--- src/rtl/fifo_pkg.sv ---
// fifo_pkg: shared types and widths for the FIFO drain-side UART transmitter.
//   tx_state_t : frame FSM states
//   DATA_W     : FIFO word / UART character width
//   CNT_W      : width of the completed-frame counter
package fifo_pkg;

  typedef enum logic [2:0] {IDLE, START, DATA, PARITY, STOP} tx_state_t;

  localparam int DATA_W = 8;
  localparam int CNT_W  = 16;

endpackage

--- src/rtl/uart_baud_cnt.sv ---
// uart_baud_cnt: bit-period timer for the UART transmitter.
//   CLOCK      in  system clock, rising edge
//   RESET_N    in  asynchronous active-low reset
//   load_i     in  restart the bit period on the next edge
//   bit_done_o out high during the last cycle of each bit period
// The counter free-runs, reloading itself at zero, so after a load it marks
// every CLKS_PER_BIT-th cycle without further help from the FSM.
module uart_baud_cnt #(
  parameter int CLKS_PER_BIT = 16
) (
  input  logic CLOCK,
  input  logic RESET_N,
  input  logic load_i,
  output logic bit_done_o
);

  localparam int CW = (CLKS_PER_BIT > 1) ? $clog2(CLKS_PER_BIT) : 1;
  localparam logic [CW-1:0] RELOAD = CW'(CLKS_PER_BIT - 1);

  logic [CW-1:0] cnt_q, cnt_d;

  always_comb begin
    if (load_i || (cnt_q == '0)) cnt_d = RELOAD;
    else                         cnt_d = cnt_q - 1'b1;
  end

  always_ff @(posedge CLOCK or negedge RESET_N) begin
    if (!RESET_N) cnt_q <= '0;
    else          cnt_q <= cnt_d;
  end

  assign bit_done_o = (cnt_q == '0);

endmodule

--- src/rtl/fifo_uart_tx.sv ---
// fifo_uart_tx: pops bytes from a show-ahead FIFO and sends each as a UART
// frame (start, 8 data bits LSB first, optional even parity, stop).
//   CLOCK      in  system clock, rising edge
//   RESET_N    in  asynchronous active-low reset
//   ENABLE     in  allow new frames to start
//   F_EMPTY_N  in  FIFO not-empty flag
//   FIFO_DATA  in  FIFO head word
//   READ       out one-cycle pop strobe
//   TX         out serial line (idle high)
//   BUSY       out frame in progress
//   TX_COUNT   out frames completed since reset (wrapping)
module fifo_uart_tx
  import fifo_pkg::*;
#(
  parameter int CLKS_PER_BIT = 16,
  parameter bit PARITY_EN    = 1'b0
) (
  input  logic              CLOCK,
  input  logic              RESET_N,
  input  logic              ENABLE,
  input  logic              F_EMPTY_N,
  input  logic [DATA_W-1:0] FIFO_DATA,
  output logic              READ,
  output logic              TX,
  output logic              BUSY,
  output logic [CNT_W-1:0]  TX_COUNT
);

  tx_state_t         state_q, state_d;
  logic [DATA_W-1:0] shift_q, shift_d;
  logic [2:0]        idx_q, idx_d;
  logic              par_q, par_d;
  logic              tx_q, tx_d;
  logic              read_q, read_d;
  logic              busy_q, busy_d;
  logic [CNT_W-1:0]  cnt_q, cnt_d;
  logic              baud_load;
  logic              bit_done;
  logic              do_latch;

  uart_baud_cnt #(.CLKS_PER_BIT(CLKS_PER_BIT)) u_baud (
    .CLOCK      (CLOCK),
    .RESET_N    (RESET_N),
    .load_i     (baud_load),
    .bit_done_o (bit_done)
  );

  // A new byte is taken either from idle or on the last stop cycle, which
  // makes back-to-back frames gapless.
  assign do_latch = ENABLE && F_EMPTY_N &&
                    ((state_q == IDLE) || ((state_q == STOP) && bit_done));

  always_comb begin
    state_d   = state_q;
    shift_d   = shift_q;
    idx_d     = idx_q;
    par_d     = par_q;
    tx_d      = tx_q;
    read_d    = 1'b0;
    busy_d    = busy_q;
    cnt_d     = cnt_q;
    baud_load = 1'b0;

    case (state_q)
      IDLE: ;
      START: begin
        if (bit_done) begin
          state_d = DATA;
          idx_d   = 3'd0;
          tx_d    = shift_q[0];
        end
      end
      DATA: begin
        if (bit_done) begin
          par_d = par_q ^ shift_q[0];
          if (idx_q == 3'd7) begin
            if (PARITY_EN) begin
              state_d = PARITY;
              tx_d    = par_q ^ shift_q[0];
            end else begin
              state_d = STOP;
              tx_d    = 1'b1;
            end
          end else begin
            // Next bit is shift_q[1]; drive it now so TX stays registered.
            shift_d = shift_q >> 1;
            idx_d   = idx_q + 3'd1;
            tx_d    = shift_q[1];
          end
        end
      end
      PARITY: begin
        if (bit_done) begin
          state_d = STOP;
          tx_d    = 1'b1;
        end
      end
      STOP: begin
        if (bit_done) begin
          cnt_d   = cnt_q + 16'd1;
          state_d = IDLE;
          busy_d  = 1'b0;
          tx_d    = 1'b1;
        end
      end
      default: state_d = IDLE;
    endcase

    if (do_latch) begin
      shift_d   = FIFO_DATA;
      read_d    = 1'b1;
      tx_d      = 1'b0;
      busy_d    = 1'b1;
      par_d     = 1'b0;
      idx_d     = 3'd0;
      baud_load = 1'b1;
      state_d   = START;
    end
  end

  always_ff @(posedge CLOCK or negedge RESET_N) begin
    if (!RESET_N) begin
      state_q <= IDLE;
      shift_q <= '0;
      idx_q   <= '0;
      par_q   <= 1'b0;
      tx_q    <= 1'b1;
      read_q  <= 1'b0;
      busy_q  <= 1'b0;
      cnt_q   <= '0;
    end else begin
      state_q <= state_d;
      shift_q <= shift_d;
      idx_q   <= idx_d;
      par_q   <= par_d;
      tx_q    <= tx_d;
      read_q  <= read_d;
      busy_q  <= busy_d;
      cnt_q   <= cnt_d;
    end
  end

  assign READ     = read_q;
  assign TX       = tx_q;
  assign BUSY     = busy_q;
  assign TX_COUNT = cnt_q;

endmodule

--- config.mk ---
export PLATFORM = sky130hd
export DESIGN_NAME = fifo_uart_tx
export DESIGN_NICKNAME = d
export VERILOG_FILES = /design/src/rtl/fifo_pkg.sv /design/src/rtl/uart_baud_cnt.sv /design/src/rtl/fifo_uart_tx.sv
export SDC_FILE = /design/constraint.sdc
export NUM_CORES = 1
export LEC_CHECK = 0
export CAP_MARGIN = 20
export CORE_MARGIN = 8
export CORE_UTILIZATION = 54
export CTS_BUF_LIST = sky130_fd_sc_hd__clkbuf_2 sky130_fd_sc_hd__clkbuf_4 sky130_fd_sc_hd__clkbuf_8
export DETAILED_ROUTE_END_ITERATION = 10
export PLACE_DENSITY = 0.94
export RECOVER_POWER = 100
export SYNTH_ARGS = -nofsm -noshare
export SYNTH_HDL_FRONTEND = slang
export SYNTH_SLANG_ARGS = --single-unit
--- constraint.sdc ---
create_clock -name CLOCK -period 2.86 [get_ports CLOCK]
set_clock_uncertainty 0.1 [all_clocks]
set_input_delay 0.572 -clock CLOCK [delete_from_list [all_inputs] [get_ports CLOCK]]
set_output_delay 0.572 -clock CLOCK [all_outputs]
set_load 0.05 [all_outputs]
# After elaboration in Yosys (flattened, before gate mapping)

Index checks and enable logic that the tools add are counted.

Add/sub/neg operators: 3
Equal/unequal tests: 14
Mux-type cells: 26
Reduce and logical (&&, ||, !) cells: 19

Operators by type and width:

| operator              | count |
|---|---|
| $mux 8                | 4 |
| $mux 3                | 9 |
| $ne 3x3->1 const B    | 6 |
| $add 16x1->16 const B | 1 |
| $pmux 3 s5            | 1 |
| $mux 1                | 9 |
| $reduce_and 4->1      | 2 |
| $eq 3x2->1 const B    | 2 |
| $eq 3x3->1 const B    | 2 |
| $pmux 3 s2            | 1 |
| $reduce_and 6->1      | 1 |
| $reduce_bool 2->1     | 3 |
| $logic_not 4->1       | 1 |
| $mux 4                | 1 |
| $ne 2x2->1 const B    | 2 |
| $reduce_and 2->1      | 2 |
| $reduce_bool 4->1     | 1 |
| $sub 4x1->4 const B   | 1 |
| $add 3x1->3 const B   | 1 |
| $eq 3x1->1 const B    | 1 |
| $logic_and 1x1->1     | 3 |
| $logic_not 3->1       | 1 |
| $ne 3x1->1 const B    | 1 |
| $pmux 1 s3            | 1 |
| other kinds (4)       | 5 |

Register bits after elaboration: 37
Bits of input ports: 12
Output and inout port bits: 19

# Longest topological paths before layout

Gate-level depths: netlist of the first run.

Depth in word-level cells: 7
Mapped depth: 8
Gate-level depth less buffers: 6

# Modules after synthesis

From an unflattened synthesis of the first run, not the netlist that was laid out.

Cells, all modules: 159
Area total of the unflattened synthesis: 1745.4 sq um

Modules (own cells, without submodules):

| module        | times used | cells an instance | area each (sq um) | seq. area each (sq um) |
|---|---|---|---|---|
| fifo_uart_tx  | 1          | 143               | 1560.2            | 827.0 |
| uart_baud_cnt | 1          | 16                | 185.2             | 100.1 |

# Worst setup path after synthesis of the first run

Ideal clock, no wire load.

Path kind: reg2reg
Start: register u_baud.cnt_q[0]
End: register idx_q[0]
Setup time: 125 ps
Arrival: 1834 ps
Required time: 2635 ps
Slack: 802 ps
Stages on the path, launching flop included: 8
Period minus slack after synthesis: 2058 ps
Path through: dfrtp_1 > inv_1 > ha_1 > or3b_1 > buf_2 > a2111oi_4 > nor3_1 > mux2_2

Word-level cells in the longest chain between the ends: 6
Elaborated cells between the ends (all ways): 10
Classes of those cells: eq/ne: 3; mux: 1; reduce/logical: 6

Ends and longest elaborated chain:

| item                                                                    | RTL line            | RTL |
|---|---|---|
| start: declaration                                                      | uart_baud_cnt.sv:20 | `logic [CW-1:0] cnt_q, cnt_d;` |
| start signal: assignment                                                | uart_baud_cnt.sv:29 | `else cnt_q <= cnt_d;` |
| $logic_not 4->1 *                                                       | uart_baud_cnt.sv:32 | `assign bit_done_o = (cnt_q == '0);` |
| $logic_and 1x1->1                                                       | fifo_uart_tx.sv:51  | `((state_q == IDLE) \|\| ((state_q == STOP) && bit_done));` |
| $logic_or 1x1->1                                                        | fifo_uart_tx.sv:51  |  |
| $logic_and 1x1->1                                                       | fifo_uart_tx.sv:50  | `assign do_latch = ENABLE && F_EMPTY_N &&` |
| $ne 3x3->1 (no source line) / $reduce_bool 3->1 (equally long branches) | --                  |  |
| $reduce_and 4->1 (no source line)                                       | --                  |  |
| end signal: assignment                                                  | fifo_uart_tx.sv:134 | `idx_q <= idx_d;` |
| end: declaration                                                        | fifo_uart_tx.sv:31  | `logic [2:0] idx_q, idx_d;` |

Every way passes the cells marked *; elsewhere a longest branch is shown, timed or not.
A chain may end at the register's enable or synchronous reset.

# Worst setup path after layout of the first run

Start: register tx_q, in the netlist TX
End: output port TX

RTL lines:

| item                     | RTL line            | RTL |
|---|---|---|
| start: declaration       | fifo_uart_tx.sv:33  | `logic tx_q, tx_d;` |
| start signal: assignment | fifo_uart_tx.sv:136 | `tx_q <= tx_d;` |
| end: declaration         | fifo_uart_tx.sv:24  | `output logic TX,` |

No word-level cell between the ends.

==> results of run 1 <==
[power by group]
group | switching (mW) | internal [mW] | leakage (nW)
sequential | 0.111 | 0.639 | 0.479
clock | 0.168 | 0.103 | 0.0354
combinational | 0.179 | 0.152 | 0.511
total | 0.458 | 0.895 | 1.03
[worst min path at each step]
stage	startpoint	to	slack, ns
6_report	u_baud.cnt_q[0]$_DFF_PN0_	u_baud.cnt_q[0]$_DFF_PN0_	0.36
4_1_cts	u_baud.cnt_q[0]$_DFF_PN0_	u_baud.cnt_q[0]$_DFF_PN0_	0.37
2_1_floorplan	RESET_N	BUSY$_DFFE_PN0P_	0.18
3_3_place_gp	u_baud.cnt_q[0]$_DFF_PN0_	u_baud.cnt_q[0]$_DFF_PN0_	0.34
3_5_place_dp	u_baud.cnt_q[0]$_DFF_PN0_	u_baud.cnt_q[0]$_DFF_PN0_	0.35
5_1_grt	u_baud.cnt_q[0]$_DFF_PN0_	u_baud.cnt_q[0]$_DFF_PN0_	0.38
[area by class of cell]
class | count | area share, %
repair buffers | 33 | 15.1
well taps | 44 | 2.61
clock buffers | 6 | 2.14
multi-input cells | 111 | 35.0
clock inverters | 2 | 0.475
inverters | 4 | 0.712
flip-flops and latches | 37 | 44.0
[sequential cells by signal, indices dropped and copies added (netlist names)]
name and cells:
u_baud.cnt_q 4, TX_COUNT 16, idx_q 3, TX 1, shift_q 8, state_q 3, READ 1, BUSY 1
[metal layers]
metal / routed length, um / global-route usage [%]
met5: 0 / 0
met4: 63 / 6.89
met3: 235 / 6.34
met2: 1770 / 24.6
met1: 1470 / 15.9
[per-stage QoR]
stage / utilization, % / area, um2 / setup WS, ns / power, mW / hold slack, ns
global route: 69.1 / 2110 / 0.345 / 1.45 / 0.377
CTS: 69.3 / 2120 / 0.447 / 1.38 / 0.368
finish: 69.1 / 2110 / 0.402 / 1.35 / 0.365
floorplan: - / 1720 / 0.802 / 0.991 / 0.176
detailed placement: 67.5 / 2060 / 0.641 / 1.10 / 0.354
global placement: 67.5 / 2060 / 0.715 / 1.07 / 0.344
[synth_stat cells (2+ instances only)]
cell	instances
dfrtp_1	36
nand2_1	21
o21ai_0	10
nor3_1	9
xnor2_1	9
nor2_1	8
xor2_1	8
buf_2	6
mux2i_1	6
nand3_1	6
ha_1	4
inv_1	4
nand4_1	4
a21oi_1	3
a22o_1	2
and3_1	2
nand2b_1	2
[kinds of logic (layout without fill, tap and decap cells)]
| kind of cell | count (synthesis) | count (layout) | synth area share, % |
|---|---|---|---|
| AO/OA/AOI/OAI | 24 | 24 | 10.1 |
| AND/OR/NAND/NOR | 59 | 59 | 17.4 |
| multiplexers | 7 | 7 | 4.15 |
| adder cells (fa/ha/maj) | 4 | 4 | 2.91 |
| flip-flops | 37 | 37 | 54.0 |
| XOR/XNOR | 17 | 17 | 8.67 |
| buffers and inverters | 11 | 45 | 2.84 |
[placed cells by master (no fill, tap or decap), types with 2 or more instances in the layout]
| cell | netlist | final |
|---|---|---|
| nor2_1 | 8 | 8 |
| nand4_1 | 4 | 4 |
| clkdlybuf4s50_1 | 0 | 10 |
| clkbuf_4 | 0 | 6 |
| nand3_1 | 6 | 6 |
| a22o_1 | 2 | 2 |
| nand2b_1 | 2 | 2 |
| o21ai_0 | 10 | 10 |
| nor3_1 | 9 | 9 |
| xnor2_1 | 9 | 9 |
| and3_1 | 2 | 2 |
| dfrtp_1 | 36 | 36 |
| inv_1 | 4 | 4 |
| ha_1 | 4 | 4 |
| mux2i_1 | 6 | 6 |
| a21oi_1 | 3 | 3 |
| dlygate4sd3_1 | 0 | 20 |
| nand2_1 | 21 | 21 |
| clkinv_2 | 0 | 2 |
| buf_4 | 0 | 2 |
| xor2_1 | 8 | 8 |
==> impl_metrics.env, run 1 <==
export IMPL_timing_critical_path_buf_inv=1
export IMPL_core_area_um2=3050
export IMPL_cts_tree="yes"
export IMPL_syn_area_um2=1720
export IMPL_cp_slowest_cell="dlygate4sd3_1"
export IMPL_synth_cells=159
export IMPL_place_hpwl_um=2710
export IMPL_crit_start="TX$_DFFE_PN1P_"
export IMPL_r2r_slack_ns=0.62
export IMPL_io_buffers=30
export IMPL_ff2ff_path_depth=6
export IMPL_clk_pin_slew_worst_paths_ns=0.10
export IMPL_antenna_left=0
export IMPL_timing_rr_end="shift_q[2]$_DFFE_PN0P_"
export IMPL_synth_cell_types=36
export IMPL_ios=31
export IMPL_yosysSeqAreaShare_pct=54.0
export IMPL_grt_setup_unrepaired="false"
export IMPL_maxCapViolations=0
export IMPL_die_h_um=72.4
export IMPL_grt_start_max_net_pins=38
export IMPL_crit_path_start_kind="flip-flop"
export IMPL_nFillCells=243
export IMPL_timing_fmax_mhz=407
export IMPL_die_w_um=72.4
export IMPL_placed_cells=229
export IMPL_synth_seq_cells=37
export IMPL_max_slew_margin_pct=64.2
export IMPL_p_leak_nw=1.03
export IMPL_cts_root_buf="clkbuf_4"
export IMPL_outcome="complete, no violations"
export IMPL_htreeDepth=2
export IMPL_finalMaxSlewViolations=0
export IMPL_grt_pass1_vias=1338
export IMPL_synth_fp_nets=175
export IMPL_drive_gt1_share_pct=7.25
export IMPL_endpoint="TX"
export IMPL_hold_buffers=0
export IMPL_synth_edff_count=0
export IMPL_routabilityCongestion=0.831
export IMPL_worstHoldPathCells=1
export IMPL_start_util_pct=56.3
export IMPL_row_count=20
export IMPL_netlist_area_leader_share_pct=52.4
export IMPL_post_cts_buffers=0
export IMPL_post_route_period_util_pct=85.9
export IMPL_grt_pass1_wl_um=6030
export IMPL_crit_reg2reg_launch="idx_q[0]$_DFFE_PN0P_"
export IMPL_cts_path_max_buffers=2
export IMPL_ff_latch_area_um2=927
export IMPL_crit_arrival_ns=1.79
export IMPL_syn_area_per_cell_um2=10.8
export IMPL_cp_max_fo=3
export IMPL_numCtsBuffers=5
export IMPL_ys_flop_type="dfrtp_1"
export IMPL_setup_tns_ns=0
export IMPL_endpoint_kind="output pin"
export IMPL_path_cells="dlygate4sd3_1"
export IMPL_worst_slew_pin_slew_ns=0.535
export IMPL_drt_pass1_iter_count=4
export IMPL_final_nets=208
export IMPL_path_class="flip-flop to output pin"
export IMPL_finalSetupViolCount=0
export IMPL_yosys_top_cells_area="dfrtp_1, nand2_1, xnor2_1"
export IMPL_drtIter0Drc=64
export IMPL_ir_worst_vdd_mv=0.383
export IMPL_multi_input_area_um2=737
export IMPL_die_area_um2=5240
export IMPL_instances_no_fill=237
export IMPL_grt_usage_pct=14.8
export IMPL_hold_viol=0
export IMPL_routedWlPerCell_um=14.9
export IMPL_crit_family="buffers and inverters"
export IMPL_period_needed_ns=2.46
export IMPL_syn_to_final_growth_pct=22.7
export IMPL_route_detailed_drc=0
export IMPL_max_stage_delay_ns=0.88
export IMPL_cp_data_required_time_ns=2.19
export IMPL_ys_async_sr_fraction_pct=100
export IMPL_routed_wl_um=3530
export IMPL_grt_antenna_before_repair=0
export IMPL_grt_ovfl_total=0
export IMPL_viasPerCell=5.52
export IMPL_synth_top_cell_by_area="dfrtp_1"
export IMPL_clkLatencyLatePin_ns=0.34
export IMPL_ys_warn_count=0
export IMPL_cts_sinks=37
export IMPL_diodes=0
export IMPL_num_vias=1309
export IMPL_cts_resized=0
export IMPL_cp_depth=1
export IMPL_power_density_nw_per_um2=642
export IMPL_hold_path_class="flip-flop to flip-flop"
(Power assumes the default switching activity.)
==> run 2, diff against run 1 <==
Settings changed: RECOVER_POWER 100 to 50.
==> impl_metrics.env, run 2 (same netlist as run 1, synthesis figures left out) <==
export IMPL_start_util_pct=56.3
export IMPL_clk_pin_slew_worst_paths_ns=0.10
export IMPL_power_density_nw_per_um2=643
export IMPL_grt_ovfl_total=0
export IMPL_place_hpwl_um=2710
export IMPL_max_stage_delay_ns=0.81
export IMPL_drt_pass1_iter_count=4
export IMPL_die_w_um=72.4
export IMPL_largest_reg_flops=16
export IMPL_final_nets=208
export IMPL_comb_power_share_pct=24.7
export IMPL_pre_cts_ws_ns=0.641
export IMPL_endpoint_kind="output pin"
export IMPL_grt_setup_unrepaired="false"
export IMPL_clkLatencyLatePin_ns=0.34
export IMPL_timing_fmax_mhz=419
export IMPL_cts_path_max_buffers=2
export IMPL_viasPerCell=5.53
export IMPL_cts_tree="yes"
export IMPL_finalSetupViolCount=0
export IMPL_p_seq_share_pct=55.3
export IMPL_grt_antenna_before_repair=0
export IMPL_routed_wl_um=3530
export IMPL_path_class="flip-flop to output pin"
export IMPL_die_h_um=72.4
export IMPL_mostFrequentLayoutCells="dfrtp_1, clkdlybuf4s50_1, nand2_1, o21ai_0"
export IMPL_htreeDepth=2
export IMPL_outcome="complete, no violations"
export IMPL_grt_start_max_net_pins=38
export IMPL_hold_path_class="flip-flop to flip-flop"
export IMPL_maxCapViolations=0
export IMPL_finalMaxSlewViolations=0
export IMPL_post_cts_buffers=0
export IMPL_hold_buffers=0
export IMPL_core_area_um2=3050
export IMPL_hold_viol=0
export IMPL_routedWlPerCell_um=14.9
export IMPL_layout_commonest_cell="dfrtp_1"
export IMPL_cp_slowest_cell="clkdlybuf4s50_1"
export IMPL_cts_sinks=37
export IMPL_row_count=20
export IMPL_post_route_period_util_pct=83.5
export IMPL_power_frac_clock_pct=20.0
export IMPL_crit_family="buffers and inverters"
export IMPL_routabilityCongestion=0.831
export IMPL_period_needed_ns=2.39
export IMPL_syn_to_final_growth_pct=22.7
export IMPL_numCtsBuffers=5
export IMPL_io_buffers=30
export IMPL_cts_root_buf="clkbuf_4"
export IMPL_route_detailed_drc=0
export IMPL_drtIter0Drc=64
export IMPL_grt_usage_pct=14.8
export IMPL_p_int_uw=898
export IMPL_grt_pass1_vias=1338
export IMPL_ios=31
export IMPL_p_leak_nw=0.964
export IMPL_grt_pass1_wl_um=6030
export IMPL_diodes=0
export IMPL_max_slew_margin_pct=64.6
export IMPL_die_area_um2=5240
export IMPL_cp_data_required_time_ns=2.19
export IMPL_antenna_left=0
export IMPL_path_cells="clkdlybuf4s50_1"
export IMPL_num_vias=1310
export IMPL_p_sw_uw=458
export IMPL_worst_slew_pin_slew_ns=0.530
export IMPL_timing_critical_path_buf_inv=1
export IMPL_setup_tns_ns=0
export IMPL_ir_worst_vdd_mv=0.383
export IMPL_crit_arrival_ns=1.72
export IMPL_nFillCells=243
export IMPL_setup_ws_ns=0.471
export IMPL_crit_path_start_kind="flip-flop"
export IMPL_drive_gt1_share_pct=7.25
export IMPL_cts_resized=0
export IMPL_swShare_pct=33.8
export IMPL_cp_max_fo=3
## run 2: power groups by stage
stage          Combinational (mW)  Sequential, mW  Clock [mW]
6_report                    0.335           0.750       0.271
3_3_place_gp                0.317           0.749           0
5_1_grt                     0.378           0.766       0.308
2_1_floorplan               0.258           0.733           0
4_1_cts                     0.345           0.750       0.281
3_5_place_dp                0.343           0.761           0
## run 2: metal layers
metal	up-vias	track usage [%]	part of all wire, %
met3	6	6.34	6.5
met2	42	24.6	50
met5	-	0	0
met1	635	15.9	42
met4	0	6.89	1.8
li1	627	-	-
## run 2: through the flow
stage	cells	utilization, %	power, mW	hold WS, ns	area, um2
detailed placement	229	67.5	1.10	0.354	2060
global route	237	69.1	1.45	0.377	2110
floorplan	159	-	0.991	0.176	1720
CTS	237	69.3	1.38	0.368	2120
finish	237	69.1	1.36	0.365	2110
global placement	229	67.5	1.07	0.344	2060
## run 2: worst paths after layout
check / start / cells after the start / to / slack [ns]
hold reg to reg: u_baud.cnt_q[0]$_DFF_PN0_ / 1 / u_baud.cnt_q[0]$_DFF_PN0_ / 0.36
hold / removal: u_baud.cnt_q[0]$_DFF_PN0_ / 1 / u_baud.cnt_q[0]$_DFF_PN0_ / 0.36
setup / recovery: TX$_DFFE_PN1P_ / 1 / TX / 0.47
setup reg to reg: idx_q[0]$_DFFE_PN0P_ / 6 / shift_q[2]$_DFFE_PN0P_ / 0.62
max in group asynchronous: RESET_N / 2 / TX$_DFFE_PN1P_ / 1.71
min in group asynchronous: RESET_N / 2 / TX_COUNT[8]$_DFFE_PN0P_ / 0.61
## run 2: final cells by class
cell class	instances	area (um2)	share of cell area, %
Clock inverter	2	10.0	0.475
Clock buffer	6	45.0	2.14
Tap cell	44	55.1	2.61
Timing Repair Buffer	33	319	15.1
Inverter	4	15.0	0.712
Sequential cell	37	927	44.0
Multi-Input combinational cell	111	737	35.0
==> run 3, diff against run 2 <==
Clock period 2.86 ns to 2.28 ns, I/O delays scaled along.
==> impl_metrics.env, run 3 (same netlist as run 1, synthesis figures left out) <==
export IMPL_syn_to_final_growth_pct=24.6
export IMPL_pre_cts_ws_ns=0.0571
export IMPL_crit_arrival_ns=1.67
export IMPL_start_util_pct=56.3
export IMPL_largest_reg_flops=16
export IMPL_design_area_um2=2140
export IMPL_row_count=20
export IMPL_period_needed_ns=2.23
export IMPL_grt_start_max_net_pins=38
export IMPL_crit_family="buffers and inverters"
export IMPL_multi_input_area_um2=744
export IMPL_ff_latch_area_um2=927
export IMPL_maxCapViolations=0
export IMPL_endpoint="TX_COUNT[0]"
export IMPL_ios=31
export IMPL_worst_slew_pin_slew_ns=0.885
export IMPL_cp_data_required_time_ns=1.72
export IMPL_antenna_left=0
export IMPL_path_class="flip-flop to output pin"
export IMPL_grt_usage_pct=14.6
export IMPL_power_density_nw_per_um2=808
export IMPL_routedWlPerCell_um=14.7
export IMPL_cts_sinks=37
export IMPL_clk_pin_slew_worst_paths_ns=0.12
export IMPL_timing_rr_end="shift_q[5]$_DFFE_PN0P_"
export IMPL_hold_path_class="flip-flop to flip-flop"
export IMPL_die_area_um2=5240
export IMPL_crit_path_start_kind="flip-flop"
export IMPL_crit_start="TX_COUNT[0]$_DFFE_PN0P_"
export IMPL_cp_max_fo=5
export IMPL_fin_util_pct=70.1
export IMPL_route_detailed_drc=0
export IMPL_htreeDepth=2
export IMPL_max_slew_margin_pct=41.0
export IMPL_grt_ovfl_total=0
export IMPL_routabilityCongestion=0.762
export IMPL_cts_root_buf="clkbuf_4"
export IMPL_power_mw=1.73
export IMPL_ff2ff_path_depth=6
export IMPL_drtIter0Drc=102
export IMPL_dpl_instance_area_um2=2090
export IMPL_mostFrequentLayoutCells="dfrtp_1, clkdlybuf4s50_1, nand2_1, o21ai_0"
export IMPL_cp_depth=1
export IMPL_cts_path_max_buffers=2
export IMPL_grt_antenna_before_repair=0
export IMPL_numCtsBuffers=5
export IMPL_clkLatencyLatePin_ns=0.35
export IMPL_drt_pass1_iter_count=5
export IMPL_num_vias=1311
export IMPL_place_hpwl_um=2590
export IMPL_final_nets=212
export IMPL_core_area_um2=3050
export IMPL_io_buffers=30
export IMPL_path_cells="clkdlybuf4s50_1"
export IMPL_drive_gt1_share_pct=10.2
export IMPL_viasPerCell=5.44
export IMPL_ir_worst_vdd_mv=0.547
export IMPL_nFillCells=241
export IMPL_max_stage_delay_ns=0.85
export IMPL_diodes=0
export IMPL_routed_wl_um=3550
export IMPL_endpoint_kind="output pin"
export IMPL_r2r_slack_ns=0.13
export IMPL_outcome="complete, no violations"
export IMPL_post_route_period_util_pct=97.7
export IMPL_die_w_um=72.4
export IMPL_setup_ws_ns=0.0518
export IMPL_crit_reg2reg_launch="idx_q[0]$_DFFE_PN0P_"
export IMPL_timing_fmax_mhz=449
export IMPL_finalMaxSlewViolations=0
export IMPL_cts_tree="yes"
export IMPL_grt_pass1_vias=1334
export IMPL_timing_critical_path_buf_inv=1
export IMPL_layout_commonest_cell="dfrtp_1"
export IMPL_grt_pass1_wl_um=6020
export IMPL_hold_viol=0
export IMPL_finalSetupViolCount=0
export IMPL_die_h_um=72.4
export IMPL_p_leak_nw=0.984
export IMPL_cp_slowest_cell="clkdlybuf4s50_1"
export IMPL_hold_buffers=0
[run 3: changes by cell type in the layout (fill, tap and decap cells not counted)]
cell / change
buf_4: +2
buf_6: +1
clkbuf_1: +1
clkbuf_2: +1
clkdlybuf4s50_1: -1
nor3b_1: -1
nor3b_2: +1
or2_1: -1
or2_4: +1
[run 3: layer usage]
| layer | track usage, % | vias up | routed length (um) |
|---|---|---|---|
| li1 | - | 627 | - |
| met1 | 15.8 | 642 | 1440 |
| met2 | 25.6 | 37 | 1800 |
| met3 | 4.96 | 5 | 253 |
| met4 | 5.33 | 0 | 58 |
| met5 | 0 | - | 0 |
[run 3: how the worst min path moves through the flow]
stage	start	endpoint	slack (ns)	cells after the start
floorplan	RESET_N	BUSY$_DFFE_PN0P_	0.06	0
finish	TX_COUNT[15]$_DFFE_PN0P_	TX_COUNT[15]$_DFFE_PN0P_	0.38	1
global placement	u_baud.cnt_q[0]$_DFF_PN0_	u_baud.cnt_q[0]$_DFF_PN0_	0.35	1
CTS	TX_COUNT[15]$_DFFE_PN0P_	TX_COUNT[15]$_DFFE_PN0P_	0.38	1
global route	TX_COUNT[15]$_DFFE_PN0P_	TX_COUNT[15]$_DFFE_PN0P_	0.41	1
detailed placement	TX_COUNT[15]$_DFFE_PN0P_	TX_COUNT[15]$_DFFE_PN0P_	0.36	1
[run 3: area by class of cell]
cell class | instances | share of cell area [%]
sequential | 37 | 43.3
multi-input combinational | 111 | 34.8
timing repair buffer | 37 | 16.1
tap | 44 | 2.57
clock buffer | 6 | 2.10
inverter | 4 | 0.701
clock inverter | 2 | 0.468
[run 3: power by group]
group / internal [mW] / switching (mW) / total, mW / leakage (nW)
Combinational: 0.209 / 0.252 / 0.461 / 0.469
Sequential: 0.802 / 0.121 / 0.923 / 0.479
Clock: 0.129 / 0.216 / 0.345 / 0.0354
[run 3: through the flow]
| step | TNS, ns | cells | hold WS [ns] |
|---|---|---|---|
| 6_report | 0 | 241 | 0.376 |
| 5_1_grt | -0.00237 | 241 | 0.411 |
| 4_1_cts | 0 | 241 | 0.380 |
| 3_5_place_dp | 0 | 233 | 0.361 |
| 3_3_place_gp | 0 | 233 | 0.347 |
| 2_1_floorplan | 0 | 159 | 0.0604 |
[run 3: repair_timing]
item | 4_1_cts | 5_1_grt
setup buffers | 0 | 0
gates resized for setup | 1 | 1
endpoints found under the setup margin | 1 | 2
